$ cat config.mk
export PLATFORM = sky130hd
export DESIGN_NAME = controle_multiciclo
export DESIGN_NICKNAME = d
export VERILOG_FILES = /design/src/rtl/controle_pkg.sv /design/src/rtl/controle_multiciclo.sv
export SDC_FILE = /design/constraint.sdc
export NUM_CORES = 1
export LEC_CHECK = 0
export BUFFER_PORTS_ARGS = -buffer_cell sky130_fd_sc_hd__buf_2
export CELL_PAD_IN_SITES_DETAIL_PLACEMENT = 0
export CELL_PAD_IN_SITES_GLOBAL_PLACEMENT = 1
export CORE_MARGIN = 1
export CORE_UTILIZATION = 30
export DETAILED_ROUTE_END_ITERATION = 16
export PLACE_DENSITY = 0.87
export SETUP_SLACK_MARGIN = 0.4
export SLEW_MARGIN = 20
export SYNTH_ARGS = -nofsm -noshare
export SYNTH_HDL_FRONTEND = slang
export SYNTH_SLANG_ARGS = --single-unit
$ cat constraint.sdc
create_clock -name clk -period 2.46 [get_ports clk]
set_clock_uncertainty 0.15 [all_clocks]
set_input_delay 0.246 -clock clk [delete_from_list [all_inputs] [get_ports clk]]
set_output_delay 0.246 -clock clk [all_outputs]
set_load 0.02 [all_outputs]
$ cat src/rtl/controle_pkg.sv
// Shared types and encodings for the multicycle control unit of the RV64 subset datapath.
// Holds the state enum, the opcode/funct constants it decodes and the ALU operation codes it drives.
package controle_pkg;

  typedef enum logic [3:0] {
    RESET    = 4'd0,
    FETCH    = 4'd1,
    FETCH_WB = 4'd2,
    DECODE   = 4'd3,
    EXEC_R   = 4'd4,
    EXEC_I   = 4'd5,
    WB_ALU   = 4'd6,
    ADDR     = 4'd7,
    MEM_LD   = 4'd8,
    WB_LD    = 4'd9,
    MEM_ST   = 4'd10,
    BRANCH   = 4'd11,
    LUI      = 4'd12,
    HALT     = 4'd13
  } state_t;

  localparam logic [6:0] OP_R     = 7'b0110011;
  localparam logic [6:0] OP_ADDI  = 7'b0010011;
  localparam logic [6:0] OP_LD    = 7'b0000011;
  localparam logic [6:0] OP_SD    = 7'b0100011;
  localparam logic [6:0] OP_BEQ   = 7'b1100011;
  localparam logic [6:0] OP_BNE   = 7'b1100111;
  localparam logic [6:0] OP_LUI   = 7'b0110111;
  localparam logic [6:0] OP_BREAK = 7'b1110011;

  localparam logic [2:0] F3_ADD = 3'b000;
  localparam logic [2:0] F3_AND = 3'b111;
  localparam logic [2:0] F3_LD  = 3'b011;
  localparam logic [2:0] F3_SD  = 3'b111;
  localparam logic [2:0] F3_BEQ = 3'b000;
  localparam logic [2:0] F3_BNE = 3'b001;

  localparam logic [6:0] F7_BASE = 7'b0000000;
  localparam logic [6:0] F7_SUB  = 7'b0100000;

  localparam logic [2:0] ALU_PASSA = 3'b000;
  localparam logic [2:0] ALU_ADD   = 3'b001;
  localparam logic [2:0] ALU_SUB   = 3'b010;
  localparam logic [2:0] ALU_AND   = 3'b011;
  localparam logic [2:0] ALU_XOR   = 3'b110;

  // Only the exact supported encodings leave DECODE for real work; everything else halts.
  function automatic state_t decode_next(input logic [6:0] op, input logic [2:0] f3,
                                         input logic [6:0] f7);
    state_t nxt;
    nxt = HALT;
    case (op)
      OP_R: begin
        if ((f7 == F7_BASE && f3 == F3_ADD) || (f7 == F7_SUB && f3 == F3_ADD) ||
            (f7 == F7_BASE && f3 == F3_AND))
          nxt = EXEC_R;
      end
      OP_ADDI: if (f3 == F3_ADD) nxt = EXEC_I;
      OP_LD:   if (f3 == F3_LD) nxt = ADDR;
      OP_SD:   if (f3 == F3_SD) nxt = ADDR;
      OP_BEQ:  if (f3 == F3_BEQ) nxt = BRANCH;
      OP_BNE:  if (f3 == F3_BNE) nxt = BRANCH;
      OP_LUI:  nxt = LUI;
      default: nxt = HALT;
    endcase
    return nxt;
  endfunction

  function automatic logic [2:0] r_alu_op(input logic [2:0] f3, input logic [6:0] f7);
    logic [2:0] op;
    op = ALU_ADD;
    if (f7 == F7_SUB) op = ALU_SUB;
    else if (f3 == F3_AND) op = ALU_AND;
    return op;
  endfunction

endpackage

$ cat src/rtl/controle_multiciclo.sv
// Multicycle control FSM driving every enable and mux select of the UP datapath.
// Moore outputs decoded from state, except PCwrite in BRANCH which follows the zero flag.
module controle_multiciclo
  import controle_pkg::*;
#(
  parameter int unsigned MEM_WAIT = 1
) (
  input  logic       clk,
  input  logic       rst,
  input  logic [6:0] i6_0,
  input  logic [2:0] funct3,
  input  logic [6:0] funct7,
  input  logic       zero,
  output logic       PCwrite,
  output logic       IRwrite,
  output logic       MemRead,
  output logic       MemWrite,
  output logic       RegWrite,
  output logic       AluOutWrite,
  output logic       MDRwrite,
  output logic       AluSrcA,
  output logic [1:0] AluSrcB,
  output logic [2:0] AluOperation,
  output logic [1:0] MemToReg,
  output logic       PCSource,
  output logic       exitState,
  output logic [3:0] state_out
);

  localparam logic [2:0] WAIT_LAST = 3'(MEM_WAIT);

  state_t     state;
  state_t     next_state;
  logic [2:0] wait_cnt;
  logic       wait_done;
  logic       counting;

  assign wait_done = (wait_cnt == WAIT_LAST);
  assign counting  = (state == FETCH) || (state == MEM_LD);
  assign state_out = state;

  // The wait counter only advances while a memory state is held, so each visit starts from zero.
  always_ff @(posedge clk) begin
    if (rst) begin
      state    <= RESET;
      wait_cnt <= '0;
    end else begin
      state <= next_state;
      if (next_state != state || !counting) wait_cnt <= '0;
      else wait_cnt <= wait_cnt + 3'd1;
    end
  end

  always_comb begin
    next_state   = state;
    PCwrite      = 1'b0;
    IRwrite      = 1'b0;
    MemRead      = 1'b0;
    MemWrite     = 1'b0;
    RegWrite     = 1'b0;
    AluOutWrite  = 1'b0;
    MDRwrite     = 1'b0;
    AluSrcA      = 1'b0;
    AluSrcB      = 2'b00;
    AluOperation = ALU_PASSA;
    MemToReg     = 2'b00;
    PCSource     = 1'b0;
    exitState    = 1'b0;
    case (state)
      RESET: next_state = FETCH;
      FETCH: begin
        MemRead = 1'b1;
        if (wait_done) next_state = FETCH_WB;
      end
      FETCH_WB: begin
        IRwrite      = 1'b1;
        PCwrite      = 1'b1;
        AluSrcB      = 2'b01;
        AluOperation = ALU_ADD;
        next_state   = DECODE;
      end
      // Branch target is precomputed here so BRANCH can load PC from ALUOut.
      DECODE: begin
        AluSrcB      = 2'b11;
        AluOperation = ALU_ADD;
        AluOutWrite  = 1'b1;
        next_state   = decode_next(i6_0, funct3, funct7);
      end
      EXEC_R: begin
        AluSrcA      = 1'b1;
        AluOperation = r_alu_op(funct3, funct7);
        AluOutWrite  = 1'b1;
        next_state   = WB_ALU;
      end
      EXEC_I: begin
        AluSrcA      = 1'b1;
        AluSrcB      = 2'b10;
        AluOperation = ALU_ADD;
        AluOutWrite  = 1'b1;
        next_state   = WB_ALU;
      end
      WB_ALU: begin
        RegWrite   = 1'b1;
        next_state = FETCH;
      end
      ADDR: begin
        AluSrcA      = 1'b1;
        AluSrcB      = 2'b10;
        AluOperation = ALU_ADD;
        AluOutWrite  = 1'b1;
        next_state   = (i6_0 == OP_SD) ? MEM_ST : MEM_LD;
      end
      MEM_LD: begin
        MemRead = 1'b1;
        if (wait_done) begin
          MDRwrite   = 1'b1;
          next_state = WB_LD;
        end
      end
      WB_LD: begin
        RegWrite   = 1'b1;
        MemToReg   = 2'b01;
        next_state = FETCH;
      end
      MEM_ST: begin
        MemWrite   = 1'b1;
        next_state = FETCH;
      end
      BRANCH: begin
        AluSrcA      = 1'b1;
        AluOperation = ALU_SUB;
        PCSource     = 1'b1;
        PCwrite      = (i6_0 == OP_BNE) ? ~zero : zero;
        next_state   = FETCH;
      end
      LUI: begin
        RegWrite   = 1'b1;
        MemToReg   = 2'b10;
        next_state = FETCH;
      end
      HALT: exitState = 1'b1;
      default: next_state = RESET;
    endcase
  end

endmodule

# After elaboration in Yosys (flattened, before gate mapping)
# Cells that the tools add are included.
op_classes:
  n_mux: 28
  eq_ne: 26
  bitwise_logic: 1
  n_reduce_logical: 20
  addsub: 1
op_table:
  columns: ["cell", "count"]
  rows:
  - ["case mux 4 bit (8 select lines)", 1]
  - ["equality test 7 x 6 -> 1 bit, second input constant", 4]
  - ["case mux 4 bit (7 select lines)", 1]
  - ["equality test 4 bit, second input constant", 6]
  - ["two-way mux 4 bit", 6]
  - ["equality test 4 x 3 -> 1 bit, second input constant", 4]
  - ["equality test 7 bit, second input constant", 2]
  - ["case mux 2 bit (3 select lines)", 2]
  - ["OR reduction 4 bit", 3]
  - ["two-way mux 1 bit", 11]
  - ["equality test 4 x 2 -> 1 bit, second input constant", 2]
  - ["OR reduction 2 bit", 4]
  - ["equality test 7 x 2 -> 1 bit, second input constant", 1]
  - ["equality test 7 x 5 -> 1 bit, second input constant", 1]
  - ["zero test 7 bit", 1]
  - ["equality test 3 x 1 -> 1 bit, second input constant", 2]
  - ["two-way mux 2 bit", 3]
  - ["two-way mux 3 bit", 2]
  - ["OR reduction 6 bit", 1]
  - ["equality test 4 x 1 -> 1 bit, second input constant", 1]
  - ["zero test 4 bit", 1]
  - ["logical OR 1 bit", 4]
  - ["inequality test 4 bit", 1]
  - ["case mux 2 bit (2 select lines)", 1]
  - ["9 further kinds", 11]
totals:
  wordCells: 78
  ff_bits: 7

# Depth between registers and ports, before layout
logic_depth:
  depth_word: 10
  ltp_mapped: 6
  ltp_nobuf: 6

# Worst setup path after synthesis
# No wires, ideal clock.
synth_path:
  path_kind: "reg-to-output"
  startpoint: "reg state[0] (netlist: state_out[0])"
  endpoint: "out RegWrite"
  stages_incl_launch_ff: 4
  setup_slack_ps: 517
  t_arrival_ps: 1547
  n_path_buf: 1
  required_time_ps: 2064
  path_cell_list: "dfxtp_1 > clkbuf_1 > xnor2_1 > o32ai_1"
synth_via:
  elab_chain_cells: 3
synth_lines:
  columns: ["element", "line", "text"]
  rows:
  - ["from (decl)", "controle_multiciclo.sv:32", "state_t state;"]
  - ["from (signal assigned)", "controle_multiciclo.sv:48", "state <= next_state;"]
  - ["equality test 4 bit or equality test 4 x 3 -> 1 bit (tied branches)", "controle_multiciclo.sv:69", "case (state)"]
  - ["OR reduction 3 bit (no line) (*)", null, null]
  - ["two-way mux 1 bit (*)", "controle_multiciclo.sv:69", null]
  - ["to (decl)", "controle_multiciclo.sv:18", "output logic RegWrite,"]
# Every way passes the cells marked *; elsewhere a longest branch is shown, timed or not.

# Final worst setup path
layout_path:
  startpoint: "in funct7[3]"
  endpoint: "out AluOperation[1]"
layout_via:
  elab_chain_cells: 3
layout_lines:
  columns: ["element", "line", "text"]
  rows:
  - ["from (decl)", "controle_multiciclo.sv:12", "input logic [6:0] funct7,"]
  - ["equality test 7 x 6 -> 1 bit", "controle_pkg.sv:72", "if (f7 == F7_SUB) op = ALU_SUB;"]
  - ["two-way mux 2 bit", "controle_pkg.sv:72", null]
  - ["case mux 2 bit (3 select lines)", "controle_multiciclo.sv:69", null]
  - ["to (decl)", "controle_multiciclo.sv:23", "output logic [2:0] AluOperation,"]
# Every way passes these cells.

==> key figures <==
Pwr
  • Max VDD drop: 0.000397 V
  • Int Pwr: 0.418 mW
  • Clock power frac: 0.115
  • Sw frac: 0.506
  • Reg power frac: 0.214
  • Psw: 0.429 mW
  • Comb pwr share: 0.671
  • PwrDens: 811 mW/mm^2
  • Leak: 0.464 nW

Floorplan
  • Cell Rows: 18
  • Die H: 53.4 um
  • Die X-Extent: 53.4 um
  • Core area: 0.00248 sq mm
  • Starting Density: 0.320
  • Die ar.: 0.00285 sq mm
  • Ports: 41

Worst setup path
  • CP Class: primary input to primary output
  • WP data arrival: 1.59 ns
  • Critical Path RT: 2.06 ns
  • Crit end category: primary output
  • Slowest CP cell: nor4_1
  • CP Max Fanout: 3
  • Most used cell, CP: buf_2
  • CP Cell Sequence: buf_2 > nor4_1 > a31oi_1 > or4_1 > o21ai_0 > buf_2
  • Startpoint Class: primary input
  • Slowest cell delay on critical path: 0.42 ns
  • Bufs and invs on worst path: 2
  • CP top delay family: simple AND/OR/NAND/NOR gates

Clocking
  • CTS Sinks: 7
  • CTS tree: built
  • CTS buffer count: 3
  • Clock latency on the worst-skew pair: 0.24 ns
  • Post-CTS Setup Bufs: 0
  • # hold bufs at CTS: 0
  • Clk buf depth: 2
  • Clock-pin slew on the worst setup and hold paths: 0.05 ns
  • CTS root buf: clkbuf_4
  • CTS H-tree lvls: 1

Cells and area
  • Utilization after layout: 0.422
  • Final net count: 174
  • Proportion of layout cells with a drive suffix above 1: 0.325
  • Ant. Diodes: 0
  • Syn-to-layout area delta: 31.9%

Placed design
  • I/O Buffers: 39
  • Setup WS pre-CTS: 0.497 ns
  • Routability Congestion: 0.781
  • Final HPWL DP: 1.70 mm

Global routing
  • Total grt overflow: 0
  • Vias in the first global route: 828
  • Global-route track usage on met1: 0.203
  • GR Util met3: 0.0115
  • Largest net degree at the start of global routing: 18
  • Met2 Usage GRT: 0.279
  • Tot GR Track Use: 0.157
  • Global-route wire length before repair: 3.42 mm
  • GR peak layer: met2
  • Antenna violations before repair: 0

Drt
  • Wire per inst: 11.6 um
  • Via/cell ratio: 5.46
  • DRC viols: 0
  • 1st-pass router iterations: 4
  • Total wire length: 2.11 mm
  • Antenna-violating nets left: 0
  • Vias: 989
  • Iter 0 DRT Violations: 25

Logic synthesis
  • Top cells by area, synth: dfxtp_1, nor2_1, xnor2_1
  • Synth Instances: 112
  • Ys async rst share: 0
  • Seq/Total Area, Yosys: 0.177
  • Flops & latches, synth: 7
  • Yosys warnings: 0
  • Most common cell in the synthesized netlist: nor2_1
  • Area share of the largest cell type after synthesis: 0.177
  • Post-synth top cells: nor2_1, dfxtp_1, nand2_1, clkbuf_1
  • Net Count, Synth: 134
  • Cell Area, Synth: 792 sq um
  • Prevailing post-synth register cell: dfxtp_1
  • Mean Syn Cell Area: 7.07 sq um
  • Post-synth cell types: 45
  • Largest area contributor in the synthesized netlist: dfxtp_1
  • Post-synth EDFFs: 0

Timing
  • Final Max Tran Viols: 0
  • Final WS setup: 0.478 ns
  • Max Freq: 0.505 GHz
  • Tcrit/Tclk final: 0.806
  • RSZ-0062 raised after global routing: yes
  • Setup violators final: 0
  • Final hold violations: 0
  • Setup tns final: 0 ns
  • Tmin final: 1.98 ns

Run status
  • Status: completed

Worst hold path
  • Worst min path class: primary input to flip-flop

Job
  • Max-cap violations: 0
## power by group through the flow
stage                     clock, mW  combinational, mW  sequential, mW
after floorplan                   0              0.357           0.212
after global placement            0              0.557           0.179
after detailed placement          0              0.563           0.182
after CTS                     0.102              0.566           0.181
after global routing          0.110              0.629           0.185
final                        0.0975              0.568           0.181
## worst reg2reg max path: cells and delay by family (launching register included)
| family | cells | cell delay (ns) |
|---|---|---|
| and+or+nand+nor | 2 | 1.09 |
| DFF | 1 | 0.39 |
| AOI/OAI and AO/OA | 1 | 0.10 |
## per-stage QoR
step / power, mW / instances / hold slack [ns] / area (sq um)
after global placement: 0.737 / 177 / 0.282 / 1020
after CTS: 0.849 / 181 / 0.0855 / 1040
after global routing: 0.923 / 181 / 0.0957 / 1040
after detailed placement: 0.745 / 177 / 0.297 / 1020
after floorplan: 0.570 / 112 / 0.165 / 792
final: 0.847 / 181 / 0.0930 / 1040
## per-layer routing
metal  routed length (um)  part of all wire
met5                    0                 0
met4                   11            0.0052
met3                  115             0.055
met2                  969              0.46
met1                 1010              0.48
## cell type report
cell class | instances | area (sq um)
fill | 265 | 1430
clock buffer | 4 | 26.3
tap | 30 | 37.5
multi-input combinational | 95 | 611
inverter | 3 | 11.3
timing repair buffer | 42 | 218
sequential | 7 | 141
## sequential cells by signal, summed over array words and instances (netlist names)
register,cells
wait_cnt,3
state_out,4
## logic make-up (layout without fill, tap and decap cells)
family | Yosys count | after routing | synth area share
AOI/OAI and AO/OA | 27 | 27 | 0.253
xor gates and xnor gates | 5 | 5 | 0.0553
adders and majority gates | 2 | 2 | 0.0316
buffers and inverters | 10 | 49 | 0.0521
DFF | 7 | 7 | 0.177
muxes | 1 | 1 | 0.0142
other | 1 | 1 | 0.00473
and+or+nand+nor | 59 | 59 | 0.412
## placed cells by master (no fill, tap or decap), types with 2 or more instances in the layout
cell type,instances
nand3_1,5
inv_1,3
buf_4,3
o211ai_1,2
a31oi_1,3
nand4_1,2
nor2_1,16
nor4_1,2
and3b_1,2
nand2_1,7
nand2b_1,5
a21oi_1,3
a41oi_1,2
nand3b_1,2
o21ai_0,3
o32ai_1,2
xnor2_1,5
nor2b_1,3
nor3_1,4
clkbuf_4,3
nor3b_1,2
ha_1,2
or4_1,2
dfxtp_1,6
buf_2,39
## path summary, 6_finish.rpt
path | startpoint | depth (start not counted) | slack (ns) | endpoint
setup / recovery | funct7[3] | 6 | 0.48 | AluOperation[1]
hold / removal | rst | 2 | 0.09 | state_out[3]
setup reg to reg | state_out[3] | 3 | 0.67 | state_out[0]
hold reg to reg | wait_cnt[0] | 1 | 0.30 | wait_cnt[0]
## timing repair
| item | 4_1_cts | 5_1_grt |
|---|---|---|
| pin swaps | 0 | 0 |
| setup endpoints to repair | 1 | 1 |
| gates resized for setup | 1 | 0 |
Power figures use the tool's default switching activity.
